`src/rtl/vga_pkg.sv`:
```
// Shared VGA definitions: default 640x480 timing, stored-frame size and the
// 12-bit pixel type used between the frame buffer and the colour pins.
package vga_pkg;

    // Default monitor timing (640x480 @ 60 Hz, 25 MHz pixel rate).
    localparam int H_ACTIVE_DEF = 640;
    localparam int H_FP_DEF     = 16;
    localparam int H_SYNC_DEF   = 96;
    localparam int H_BP_DEF     = 48;
    localparam int V_ACTIVE_DEF = 480;
    localparam int V_FP_DEF     = 10;
    localparam int V_SYNC_DEF   = 2;
    localparam int V_BP_DEF     = 33;
    localparam bit SYNC_POL_DEF = 1'b0;

    // Stored frame is a quarter of the display in each direction.
    localparam int FRAME_W_DEF  = 160;
    localparam int FRAME_H_DEF  = 120;

    typedef struct packed {
        logic [3:0] r;
        logic [3:0] g;
        logic [3:0] b;
    } pixel_t;

    function automatic logic [11:0] pack_pixel(input pixel_t p);
        return {p.r, p.g, p.b};
    endfunction

    function automatic pixel_t unpack_pixel(input logic [11:0] w);
        pixel_t p;
        p.r = w[11:8];
        p.g = w[7:4];
        p.b = w[3:0];
        return p;
    endfunction

endpackage

```
`src/rtl/vga_timing_gen.sv`:
```
// Raster counters for one display frame, with active-area and sync decode of
// the current count and a one-clk pulse on the wrap back to (0,0).
module vga_timing_gen
    import vga_pkg::*;
#(
    parameter int H_ACTIVE = H_ACTIVE_DEF,
    parameter int H_FP     = H_FP_DEF,
    parameter int H_SYNC   = H_SYNC_DEF,
    parameter int H_BP     = H_BP_DEF,
    parameter int V_ACTIVE = V_ACTIVE_DEF,
    parameter int V_FP     = V_FP_DEF,
    parameter int V_SYNC   = V_SYNC_DEF,
    parameter int V_BP     = V_BP_DEF,
    parameter bit SYNC_POL = SYNC_POL_DEF,
    localparam int H_TOTAL = H_ACTIVE + H_FP + H_SYNC + H_BP,
    localparam int V_TOTAL = V_ACTIVE + V_FP + V_SYNC + V_BP,
    localparam int HW      = $clog2(H_TOTAL),
    localparam int VW      = $clog2(V_TOTAL)
) (
    input  logic          clk,
    input  logic          rst_n,
    input  logic          pix_ce_i,
    output logic [HW-1:0] h_o,
    output logic [VW-1:0] v_o,
    output logic          active_o,
    output logic          hs_o,
    output logic          vs_o,
    output logic          frame_start_o
);

    localparam logic [HW-1:0] H_LAST = HW'(H_TOTAL - 1);
    localparam logic [HW-1:0] H_ACT  = HW'(H_ACTIVE);
    localparam logic [HW-1:0] HS_BEG = HW'(H_ACTIVE + H_FP);
    localparam logic [HW-1:0] HS_END = HW'(H_ACTIVE + H_FP + H_SYNC);
    localparam logic [VW-1:0] V_LAST = VW'(V_TOTAL - 1);
    localparam logic [VW-1:0] V_ACT  = VW'(V_ACTIVE);
    localparam logic [VW-1:0] VS_BEG = VW'(V_ACTIVE + V_FP);
    localparam logic [VW-1:0] VS_END = VW'(V_ACTIVE + V_FP + V_SYNC);

    logic [HW-1:0] h_q, h_d;
    logic [VW-1:0] v_q, v_d;
    logic          frame_start_q, frame_start_d;

    // Advance the raster position on each pixel enable; flag the frame wrap.
    always_comb begin
        // NOTE: every signal assigned here gets a default first, so no path can infer a latch.
        h_d           = h_q;
        v_d           = v_q;
        frame_start_d = 1'b0;
        if (pix_ce_i) begin
            if (h_q == H_LAST) begin
                h_d = '0;
                if (v_q == V_LAST) begin
                    v_d           = '0;
                    frame_start_d = 1'b1;
                end else begin
                    v_d = v_q + 1'b1;
                end
            end else begin
                h_d = h_q + 1'b1;
            end
        end
    end

    // Counter registers; frame_start is rewritten every clk so it stays one clk wide.
    always_ff @(posedge clk or negedge rst_n) begin
        // NOTE: non-blocking assignments so every register samples pre-edge values.
        if (!rst_n) begin
            h_q           <= '0;
            v_q           <= '0;
            frame_start_q <= 1'b0;
        end else begin
            h_q           <= h_d;
            v_q           <= v_d;
            frame_start_q <= frame_start_d;
        end
    end

    assign h_o           = h_q;
    assign v_o           = v_q;
    assign active_o      = (h_q < H_ACT) && (v_q < V_ACT);
    assign hs_o          = ((h_q >= HS_BEG) && (h_q < HS_END)) ? SYNC_POL : ~SYNC_POL;
    assign vs_o          = ((v_q >= VS_BEG) && (v_q < VS_END)) ? SYNC_POL : ~SYNC_POL;
    assign frame_start_o = frame_start_q;

endmodule

```
`src/rtl/frame_scanout.sv`:
```
// Reads the stored frame in raster order and drives VGA pins. Each stored
// pixel is replicated HS times across and VS times down; counters to pins
// take exactly two pixel-enable periods, syncs delayed alongside the data.
module frame_scanout
    import vga_pkg::*;
#(
    parameter int H_ACTIVE = H_ACTIVE_DEF,
    parameter int H_FP     = H_FP_DEF,
    parameter int H_SYNC   = H_SYNC_DEF,
    parameter int H_BP     = H_BP_DEF,
    parameter int V_ACTIVE = V_ACTIVE_DEF,
    parameter int V_FP     = V_FP_DEF,
    parameter int V_SYNC   = V_SYNC_DEF,
    parameter int V_BP     = V_BP_DEF,
    parameter int FRAME_W  = FRAME_W_DEF,
    parameter int FRAME_H  = FRAME_H_DEF,
    parameter bit SYNC_POL = SYNC_POL_DEF,
    localparam int RW      = $clog2(FRAME_H),
    localparam int CW      = $clog2(FRAME_W)
) (
    input  logic          clk,
    input  logic          rst_n,
    input  logic          pix_ce,
    output logic          rd_en,
    output logic [RW-1:0] rd_row,
    output logic [CW-1:0] rd_col,
    input  logic [11:0]   rd_data,
    output logic [3:0]    vga_r,
    output logic [3:0]    vga_g,
    output logic [3:0]    vga_b,
    output logic          vga_hs,
    output logic          vga_vs,
    output logic          frame_start
);

    localparam int HW  = $clog2(H_ACTIVE + H_FP + H_SYNC + H_BP);
    localparam int VW  = $clog2(V_ACTIVE + V_FP + V_SYNC + V_BP);
    localparam int HS  = H_ACTIVE / FRAME_W;
    localparam int VS  = V_ACTIVE / FRAME_H;
    localparam int HSW = (HS > 1) ? $clog2(HS) : 1;
    localparam int VSW = (VS > 1) ? $clog2(VS) : 1;
    localparam logic [HSW-1:0] HSUB_LAST = HSW'(HS - 1);
    localparam logic [VSW-1:0] VSUB_LAST = VSW'(VS - 1);

    // Replication only works for whole-number scale factors.
    if (((H_ACTIVE % FRAME_W) != 0) || ((V_ACTIVE % FRAME_H) != 0)) begin : g_bad_scale
        $error("frame_scanout: active area is not an integer multiple of the stored frame");
    end

    logic [HW-1:0] h;
    logic [VW-1:0] v;
    logic          active, hs, vs;

    vga_timing_gen #(
        .H_ACTIVE (H_ACTIVE),
        .H_FP     (H_FP),
        .H_SYNC   (H_SYNC),
        .H_BP     (H_BP),
        .V_ACTIVE (V_ACTIVE),
        .V_FP     (V_FP),
        .V_SYNC   (V_SYNC),
        .V_BP     (V_BP),
        .SYNC_POL (SYNC_POL)
    ) u_timing (
        .clk           (clk),
        .rst_n         (rst_n),
        .pix_ce_i      (pix_ce),
        .h_o           (h),
        .v_o           (v),
        .active_o      (active),
        .hs_o          (hs),
        .vs_o          (vs),
        .frame_start_o (frame_start)
    );

    // S1: read request plus the timing bits that travel with it.
    logic           rd_en_q, rd_en_d;
    logic [RW-1:0]  rd_row_q, rd_row_d;
    logic [CW-1:0]  rd_col_q, rd_col_d;
    logic [HSW-1:0] hsub_q, hsub_d;
    logic [VSW-1:0] vsub_q, vsub_d;
    logic           act1_q, act1_d;
    logic           hs1_q, hs1_d;
    logic           vs1_q, vs1_d;

    // S2: pin drivers.
    pixel_t         rgb_q, rgb_d;
    logic           vga_hs_q, vga_hs_d;
    logic           vga_vs_q, vga_vs_d;

    // Next state for the replicating address generator (S1) and the pin stage (S2).
    always_comb begin
        rd_en_d  = rd_en_q;
        rd_row_d = rd_row_q;
        rd_col_d = rd_col_q;
        hsub_d   = hsub_q;
        vsub_d   = vsub_q;
        act1_d   = act1_q;
        hs1_d    = hs1_q;
        vs1_d    = vs1_q;
        rgb_d    = rgb_q;
        vga_hs_d = vga_hs_q;
        vga_vs_d = vga_vs_q;
        if (pix_ce) begin
            rd_en_d = active;
            act1_d  = active;
            hs1_d   = hs;
            vs1_d   = vs;
            // Addresses only move on visible pixels and hold through blanking.
            if (active) begin
                if (h == '0) begin
                    rd_col_d = '0;
                    hsub_d   = '0;
                    if (v == '0) begin
                        rd_row_d = '0;
                        vsub_d   = '0;
                    end else if (vsub_q == VSUB_LAST) begin
                        rd_row_d = rd_row_q + 1'b1;
                        vsub_d   = '0;
                    end else begin
                        vsub_d = vsub_q + 1'b1;
                    end
                end else if (hsub_q == HSUB_LAST) begin
                    rd_col_d = rd_col_q + 1'b1;
                    hsub_d   = '0;
                end else begin
                    hsub_d = hsub_q + 1'b1;
                end
            end
            // rd_data answers the address S1 presented one clk earlier.
            rgb_d    = act1_q ? unpack_pixel(rd_data) : '0;
            vga_hs_d = hs1_q;
            vga_vs_d = vs1_q;
        end
    end

    // Pipeline registers; syncs idle at their inactive level out of reset.
    always_ff @(posedge clk or negedge rst_n) begin
        if (!rst_n) begin
            rd_en_q  <= 1'b0;
            rd_row_q <= '0;
            rd_col_q <= '0;
            hsub_q   <= '0;
            vsub_q   <= '0;
            act1_q   <= 1'b0;
            hs1_q    <= ~SYNC_POL;
            vs1_q    <= ~SYNC_POL;
            rgb_q    <= '0;
            vga_hs_q <= ~SYNC_POL;
            vga_vs_q <= ~SYNC_POL;
        end else begin
            rd_en_q  <= rd_en_d;
            rd_row_q <= rd_row_d;
            rd_col_q <= rd_col_d;
            hsub_q   <= hsub_d;
            vsub_q   <= vsub_d;
            act1_q   <= act1_d;
            hs1_q    <= hs1_d;
            vs1_q    <= vs1_d;
            rgb_q    <= rgb_d;
            vga_hs_q <= vga_hs_d;
            vga_vs_q <= vga_vs_d;
        end
    end

    assign rd_en  = rd_en_q;
    assign rd_row = rd_row_q;
    assign rd_col = rd_col_q;
    assign vga_r  = rgb_q.r;
    assign vga_g  = rgb_q.g;
    assign vga_b  = rgb_q.b;
    assign vga_hs = vga_hs_q;
    assign vga_vs = vga_vs_q;

endmodule
```
`config.mk`:
```
export PLATFORM = sky130hd
export DESIGN_NAME = frame_scanout
export DESIGN_NICKNAME = d
export VERILOG_FILES = /design/src/rtl/vga_pkg.sv /design/src/rtl/vga_timing_gen.sv /design/src/rtl/frame_scanout.sv
export SDC_FILE = /design/constraint.sdc
export NUM_CORES = 1
export LEC_CHECK = 0
export CAP_MARGIN = 20
export CORE_ASPECT_RATIO = 0.6
export CORE_MARGIN = 4
export CORE_UTILIZATION = 45
export DETAILED_ROUTE_END_ITERATION = 8
export GPL_ROUTABILITY_DRIVEN = 0
export GPL_TIMING_DRIVEN = 0
export PLACE_DENSITY_LB_ADDON = 0.2
export SLEW_MARGIN = 10
export SYNTH_ARGS = -nofsm -noshare
export SYNTH_HDL_FRONTEND = slang
export SYNTH_HIERARCHICAL = 1
export SYNTH_SLANG_ARGS = --single-unit
```
`constraint.sdc`:
```
create_clock -name clk -period 2.5 [get_ports clk]
set_clock_uncertainty 0.15 [all_clocks]
set_input_delay 0.5 -clock clk [delete_from_list [all_inputs] [get_ports clk]]
set_output_delay 0.5 -clock clk [all_outputs]
set_load 0.01 [all_outputs]
```
# ---- Word-level counts from Yosys, hierarchy flattened
# Cells that the tools add are included.
dict set report word_totals {
  wordCells 59
  out_inout_bits 31
  register_bits 57
}
dict set report classes {
  eq_ne 4
  n_mux 16
  n_reduce_logical 12
  n_lt_le_gt_ge 6
  addsub 6
}
# operator count
set ops {}
lappend ops {{$add 10x1->10 const B} 2}
lappend ops {{$eq 10x10->1 const B} 2}
lappend ops {{$logic_not 10->1} 2}
lappend ops {{$lt 10x10->1 const B} 2}
lappend ops {{$lt 10x9->1 const B} 2}
lappend ops {{$mux 10} 2}
lappend ops {{$mux 8} 2}
lappend ops {{$mux 7} 2}
lappend ops {{$mux 12} 1}
lappend ops {{$ge 10x10->1 const B} 1}
lappend ops {{$ge 10x9->1 const B} 1}
lappend ops {{$add 8x1->8 const B} 1}
lappend ops {{$mux 2} 4}
lappend ops {{$add 7x1->7 const B} 1}
lappend ops {{$reduce_and 3->1} 2}
lappend ops {{$mux 1} 5}
lappend ops {{$add 2x1->2 const B} 2}
lappend ops {{$eq 2x2->1 const B} 2}
lappend ops {{$reduce_and 2->1} 2}
lappend ops {{$reduce_and 4->1} 1}
lappend ops {{$reduce_bool 2->1} 2}
lappend ops {{$logic_and 1x1->1} 3}

# ---- Depth between registers and ports, before layout
# Gate-level depths: netlist (run 1).
dict set report logic_depth {
  depth_word 4
  depth_mapped 8
}

# ---- Hierarchy
# The synthesis (run 1) kept the hierarchy.
# module instances cells_per_inst area_per_inst_um2
set by_module_without_submodules {}
lappend by_module_without_submodules {frame_scanout 1 169 1760.4}
lappend by_module_without_submodules {vga_timing_gen 1 112 1098.6}

# ---- Worst setup path after synthesis (run 1)
# No wires, ideal clock.
dict set report synth_path {
  kind {flip-flop to flip-flop}
  start {register u_timing.v_q[5] (netlist: u_timing/v_o[5])}
  end {register rd_row_q[4] (netlist: rd_row[4])}
  period_less_slack_ns 2.121
  arrival_time_ns 1.880
  stages_incl_launch_ff 9
  slack_ns 0.379
  t_required_ns 2.258
  setup_time_ns 0.092
  path_cell_list {dfrtp_1 and3_1 nand2_1 and3_1 and2_0 nand4_2 or2_1 buf_6 o31ai_2}
}
dict set report synth_via {
  elab_chain_len 3
  word_cells_on_any_way 6
  cone_classes {order compare: 1; mux: 1; reduce/logical: 4}
}
# element line
set synth_lines {}
lappend synth_lines {{start, declared} vga_timing_gen.sv:41} ;# logic [VW-1:0] v_q, v_d;
lappend synth_lines {{start signal, assigned} vga_timing_gen.sv:74} ;# v_q <= v_d;
lappend synth_lines {{$lt 10x9->1} vga_timing_gen.sv:81} ;# assign active_o = (h_q < H_ACT) && (v_q < V_ACT);
lappend synth_lines {{$logic_and 1x1->1} vga_timing_gen.sv:81}
lappend synth_lines {{named net active} frame_scanout.sv:52} ;# logic active, hs, vs;
lappend synth_lines {{$reduce_and 4->1 (no line)} --}
lappend synth_lines {{end signal, assigned} frame_scanout.sv:153} ;# rd_row_q <= rd_row_d;
lappend synth_lines {{end, declared} frame_scanout.sv:78} ;# logic [RW-1:0] rd_row_q, rd_row_d;
# The timed path passes the listed nets, and every way through them passes these cells.
# A chain may end at the register's enable or synchronous reset.

# ---- Worst setup path in the final report (run 1)
dict set report layout_path {
  start {register u_timing.v_q[5] (netlist: u_timing/v_o[5])}
  end {register rd_row_q[3] (netlist: rd_row[3])}
}
# The elaborated chain is that of the path after synthesis.

==> results.md, run 1 <==
Logic synthesis:
- The synthesized design contains 0 enable-type register cells.
- The sequential cell area fraction in the yosys report is 0.501.
- The number of instances in the synthesized netlist is roughly 280.
- The most used flip-flop cell after synthesis is sky130_fd_sc_hd__dfrtp_1.
- Counting flops and latches in the post-synthesis netlist gives between 50 and 60.
- The fraction of post-synthesis cell area in the top cell type by area is 0.464.
- The total number of yosys warnings is 6.
- The synthesized area per cell is 10.2 sq um.
- Yosys mapped the design onto 50 distinct sky130hd cell types.
- After synthesis the cells add up to ~2900 sq um.
- Ranked by total cell area, the synthesized netlist is headed by sky130_fd_sc_hd__dfrtp_1 (46%), sky130_fd_sc_hd__nand3_1 (4.9%), sky130_fd_sc_hd__o21ai_0 (4.6%).
- The share of flip-flops with an asynchronous set or reset is 1.00.
- The synthesized netlist net count is 304.
- The cell taking the most area after synthesis is sky130_fd_sc_hd__dfrtp_1.

STA:
- The final-report max-slew violation count was 0.
- Based on the critical path, the design can be clocked at up to 428 MHz.
- The setup TNS is 0 ps.
- The final worst hold slack is 47.5 ps.
- The number of hold violations in the final report was 0.
- The share of the cycle needed by the critical path after routing is 0.934.
- The headroom to the max-slew limit is 0.531.
- Setup repair after global routing left no endpoint under its margin.
- The total of endpoints with negative setup slack in the final report is 0.
- The final critical-path required period is between 2000 and 2500 ps.
- The slew at the pin closest to its max-slew limit is about 700 ps.

Clocking:
- The H-tree depth is 3.
- The number of CTS-inserted buffers is 9.
- The clock tree from TritonCTS is built.
- The cell sitting at the root of the clock tree is a sky130_fd_sc_hd__clkbuf_8.
- The clock passes through at most 2 buffers.
- The clock latency on the worst-skew pair is 330 ps.
- The sink count of the clock tree is 57.
- The count of buffers added by post-CTS timing repair for setup is 0.
- The post-CTS clock slew at the launch and capture registers of the worst setup and hold paths is 70 ps.

Floorplanning:
- The initialized floorplan defines 22 standard-cell rows.
- The initial core utilization is 0.466.
- The area of the die is a little under 8000 sq um.
- The overall die width is between 100 and 150 microns.
- From bottom edge to top edge, the die measures around 70 microns.
- For this design the top-level I/O count stands at 46.
- The area of the core is a little over 6000 sq um.

Status:
- The flow ran to the end, and the final reports show no timing, DRC or antenna violations.

Final layout:
- The final layout contains 360 nets.
- In the final layout, the share of cells above drive strength 1 is 0.120.
- The number of antenna diodes in the final layout is 0.
- Excluding fillers, the count of instances in the completed layout stands at 426.
- The number of fillers in the final layout is ~540.
- The growth of design area from synthesis to finish is 27.9%.

Power:
- The power per unit of standard cell area is about 620 nW/um^2.
- The cell leakage power is 1.54 nW.
- The overall power of the completed layout is between 2 and 2.5 mW.
- Across the VDD grid, the largest voltage drop is about 0.29 mV.

Job:
- The number of max-capacitance violations reported is 0.

Setup path:
- The sort of element at the start of the critical path is a flop.
- The number of cells on the worst reg-to-reg path is 8.
- The launch point of the critical path is u_timing/v_o[5].
- The slowest cell on the critical path is sky130_fd_sc_hd__dfrtp_1.
- Data on the critical path arrives at its endpoint at roughly 2400 ps.
- The critical path runs through a total of 8 cells.
- The data required time of the worst path is 2580 ps.
- The dominant delay contributor by cell family on the critical path is simple AND/OR/NAND/NOR gates.
- Together, buffers and inverters on the worst path number 1.
- In this run the register-to-register setup slack is between 150 and 200 ps.
- The element type at the critical path end is a flop.
- The dominant cell type by count on the critical path is sky130_fd_sc_hd__and3_1.
- The type of the worst setup path is reg2reg.
- The highest fanout seen on the critical path is 9.
- The most critical setup path has its endpoint at rd_row[3].
- The worst stage delay on the critical path is between 400 and 500 ps.
- The endpoint of the lowest-slack register-to-register path is rd_row[3].
- The startpoint of the lowest-slack register-to-register path is u_timing/v_o[5].
- The critical path goes through and3_1 > nand2_1 > and3_1 > and2_1 > nand4_4 > or2_1 > buf_6 > o31ai_2.

Global route:
- For this run the aggregate overflow at the end of global routing stands at 0.
- The all-layer global routing usage is 0.161.
- The number of antenna violations at the first check in global routing came to 0.
- The via count of the first global-routing pass is a little over 2,000.
- The wire length of the first global-routing pass is between 10 and 15 mm.
- Entering global routing, the biggest net connects 58 pins.

Routing:
- The first-iteration detailed-routing DRC count is 177.
- The number of routed nets with antenna violations is 0.
- The final wirelength is 6.17 mm.
- For this block, the via count after detailed routing is about 2,300.
- The detailed-route DRC error count is 0.
- Dividing the detail-routed wire length by the instance count gives about 14 microns.
- The pre-antenna-repair detailed-routing pass consisted of 4 iterations.
- Using the TritonRoute via totals, the vias-per-cell ratio works out to around 5.4.

Placement:
- The number of I/O port buffers is 45.
- After legalization and detailed placement, the total HPWL measured roughly 4.3 mm.
- Including well taps, the total number of placed cells is 410.

Worst hold path:
- The tightest min-delay check is of the in2async type.
==> area by class of cell <==
class                           instances  area (sq um)  share of cell area
Sequential cell                        57          1430               0.392
Multi-Input combinational cell        195          1320               0.360
Timing Repair Buffer                   45           448               0.123
Clock buffer                           11           131              0.0359
Tap cell                               84           105              0.0287
Clock inverter                          5           104              0.0284
Inverter                               20          75.1              0.0205
Buffer                                  9          43.8              0.0120
==> cell families (layout without fill, tap and decap cells) <==
kind of cell	after synthesis	after routing	synth area share
XOR/XNOR	11	11	0.0337
flip-flops	57	57	0.501
buffers and inverters	29	90	0.0416
adder cells (fa/ha/maj)	8	8	0.0350
multiplexers	6	6	0.0232
AO/OA/AOI/OAI	56	56	0.137
AND/OR/NAND/NOR	114	114	0.229
==> metrics by stage <==
| step | instance area (sq um) | util | setup WS (ps) |
|---|---|---|---|
| after floorplan | 2860 | - | 379 |
| after global placement | 3410 | 0.556 | -1090 |
| after detailed placement | 3410 | 0.556 | -310 |
| after CTS | 3650 | 0.594 | 82.1 |
| after global routing | 3660 | 0.596 | 27.7 |
| final | 3660 | 0.596 | 165 |
==> routing by layer <==
| layer | up-vias | global-route usage | wire [microns] |
|---|---|---|---|
| met1 | 1083 | 0.246 | 3360 |
| met2 | 59 | 0.215 | 2450 |
| met3 | 2 | 0.0549 | 353 |
| met4 | 0 | 0.0383 | 8 |
| met5 | - | 0 | 0 |
| li1 | 1141 | - | - |
==> worst min-delay path by stage <==
stage | slack (ps) | depth (start not counted) | endpoint | startpoint
detailed placement | 340 | 2 | hsub_q[1] | hsub_q[1]
floorplan | 50 | 0 | act1_q | rst_n
finish | 50 | 1 | rd_col[7] | rst_n
CTS | 90 | 1 | rd_col[7] | rst_n
global placement | 320 | 2 | hsub_q[1] | hsub_q[1]
global route | 120 | 1 | rd_col[7] | rst_n
==> what timing repair did <==
item | CTS | global route
setup endpoints to repair | 1 | 3
gates resized for setup | 1 | 1
hold endpoints to repair | 0 | 0
hold buffers | 0 | 0
==> sequential cells by signal, summed over array words and instances (netlist names), 4 cells and up <==
register and flops:
rd_row 7, u_timing/v_o 10, vga_r 4, u_timing/h_o 10, vga_g 4, vga_b 4
rd_col 8
==> synthesized netlist by cell type, types with 3 or more instances <==
cell type	number
sky130_fd_sc_hd__a21oi_1	4
sky130_fd_sc_hd__or3_1	3
sky130_fd_sc_hd__nand2_1	27
sky130_fd_sc_hd__mux2_2	5
sky130_fd_sc_hd__nor2_1	11
sky130_fd_sc_hd__and4_1	5
sky130_fd_sc_hd__clkbuf_1	4
sky130_fd_sc_hd__and3_1	5
sky130_fd_sc_hd__xor2_1	5
sky130_fd_sc_hd__o31ai_2	4
sky130_fd_sc_hd__nor3_1	4
sky130_fd_sc_hd__dfstp_2	4
sky130_fd_sc_hd__inv_1	20
sky130_fd_sc_hd__o21ai_0	26
sky130_fd_sc_hd__ha_1	8
sky130_fd_sc_hd__a2bb2oi_1	5
sky130_fd_sc_hd__nand4_1	10
sky130_fd_sc_hd__dfrtp_1	53
sky130_fd_sc_hd__o311ai_0	5
sky130_fd_sc_hd__xnor2_1	6
sky130_fd_sc_hd__or4_1	4
sky130_fd_sc_hd__nand3_1	28
==> cells in the final DEF, fill, tap and decap left out, types with 3 or more instances in the layout <==
master                             n
sky130_fd_sc_hd__a21oi_1           4
sky130_fd_sc_hd__a2bb2oi_1         5
sky130_fd_sc_hd__and3_1            5
sky130_fd_sc_hd__and4_1            5
sky130_fd_sc_hd__bufinv_16         3
sky130_fd_sc_hd__clkbuf_1          6
sky130_fd_sc_hd__clkbuf_8          9
sky130_fd_sc_hd__clkdlybuf4s50_1  44
sky130_fd_sc_hd__dfrtp_1          53
sky130_fd_sc_hd__dfstp_2           4
sky130_fd_sc_hd__ha_1              8
sky130_fd_sc_hd__inv_1            20
sky130_fd_sc_hd__mux2_2            5
sky130_fd_sc_hd__nand2_1          27
sky130_fd_sc_hd__nand3_1          28
sky130_fd_sc_hd__nand4_1          10
sky130_fd_sc_hd__nor2_1           11
sky130_fd_sc_hd__nor3_1            4
sky130_fd_sc_hd__o21ai_0          26
sky130_fd_sc_hd__o311ai_0          5
sky130_fd_sc_hd__o31ai_2           4
sky130_fd_sc_hd__or3_1             3
sky130_fd_sc_hd__or4_1             4
sky130_fd_sc_hd__xnor2_1           6
sky130_fd_sc_hd__xor2_1            5
==> worst register-to-register path: stages (launching register included) <==
cell,delay [ps]
sky130_fd_sc_hd__dfrtp_1,450
sky130_fd_sc_hd__and3_1,240
sky130_fd_sc_hd__nand2_1,80
sky130_fd_sc_hd__and3_1,180
sky130_fd_sc_hd__and2_1,290
sky130_fd_sc_hd__nand4_4,220
sky130_fd_sc_hd__or2_1,280
sky130_fd_sc_hd__buf_6,140
sky130_fd_sc_hd__o31ai_2,210
==> where the power goes <==
part	internal (mW)	switching (mW)
sequential	0.964	0.0657
clock	0.663	0.362
combinational	0.0925	0.123
Note: power is estimated with default switching activity, not from simulation.
==> run 2: changes to the inputs <==
==> constraint.sdc (replaced) <==
create_clock -name clk -period 2.5 [get_ports clk]
set_clock_uncertainty 0.15 [all_clocks]
set_input_delay 0.5 -clock clk [delete_from_list [all_inputs] [get_ports clk]]
set_output_delay 0.5 -clock clk [all_outputs]
set_load 0.005 [all_outputs]
==> results of run 2 <==
Same layout as run 1: the final DEF is identical, and so are final timing and power.
==> run 3: changes to the inputs <==
--- a/config.mk
+++ b/config.mk
@@ -10,7 +10,6 @@
 export CORE_MARGIN = 4
 export CORE_UTILIZATION = 45
 export DETAILED_ROUTE_END_ITERATION = 8
-export GPL_ROUTABILITY_DRIVEN = 0
 export GPL_TIMING_DRIVEN = 0
 export PLACE_DENSITY_LB_ADDON = 0.2
 export SLEW_MARGIN = 10
==> results of run 3 <==
Same layout as run 1: the final DEF is identical, and so are final timing and power.
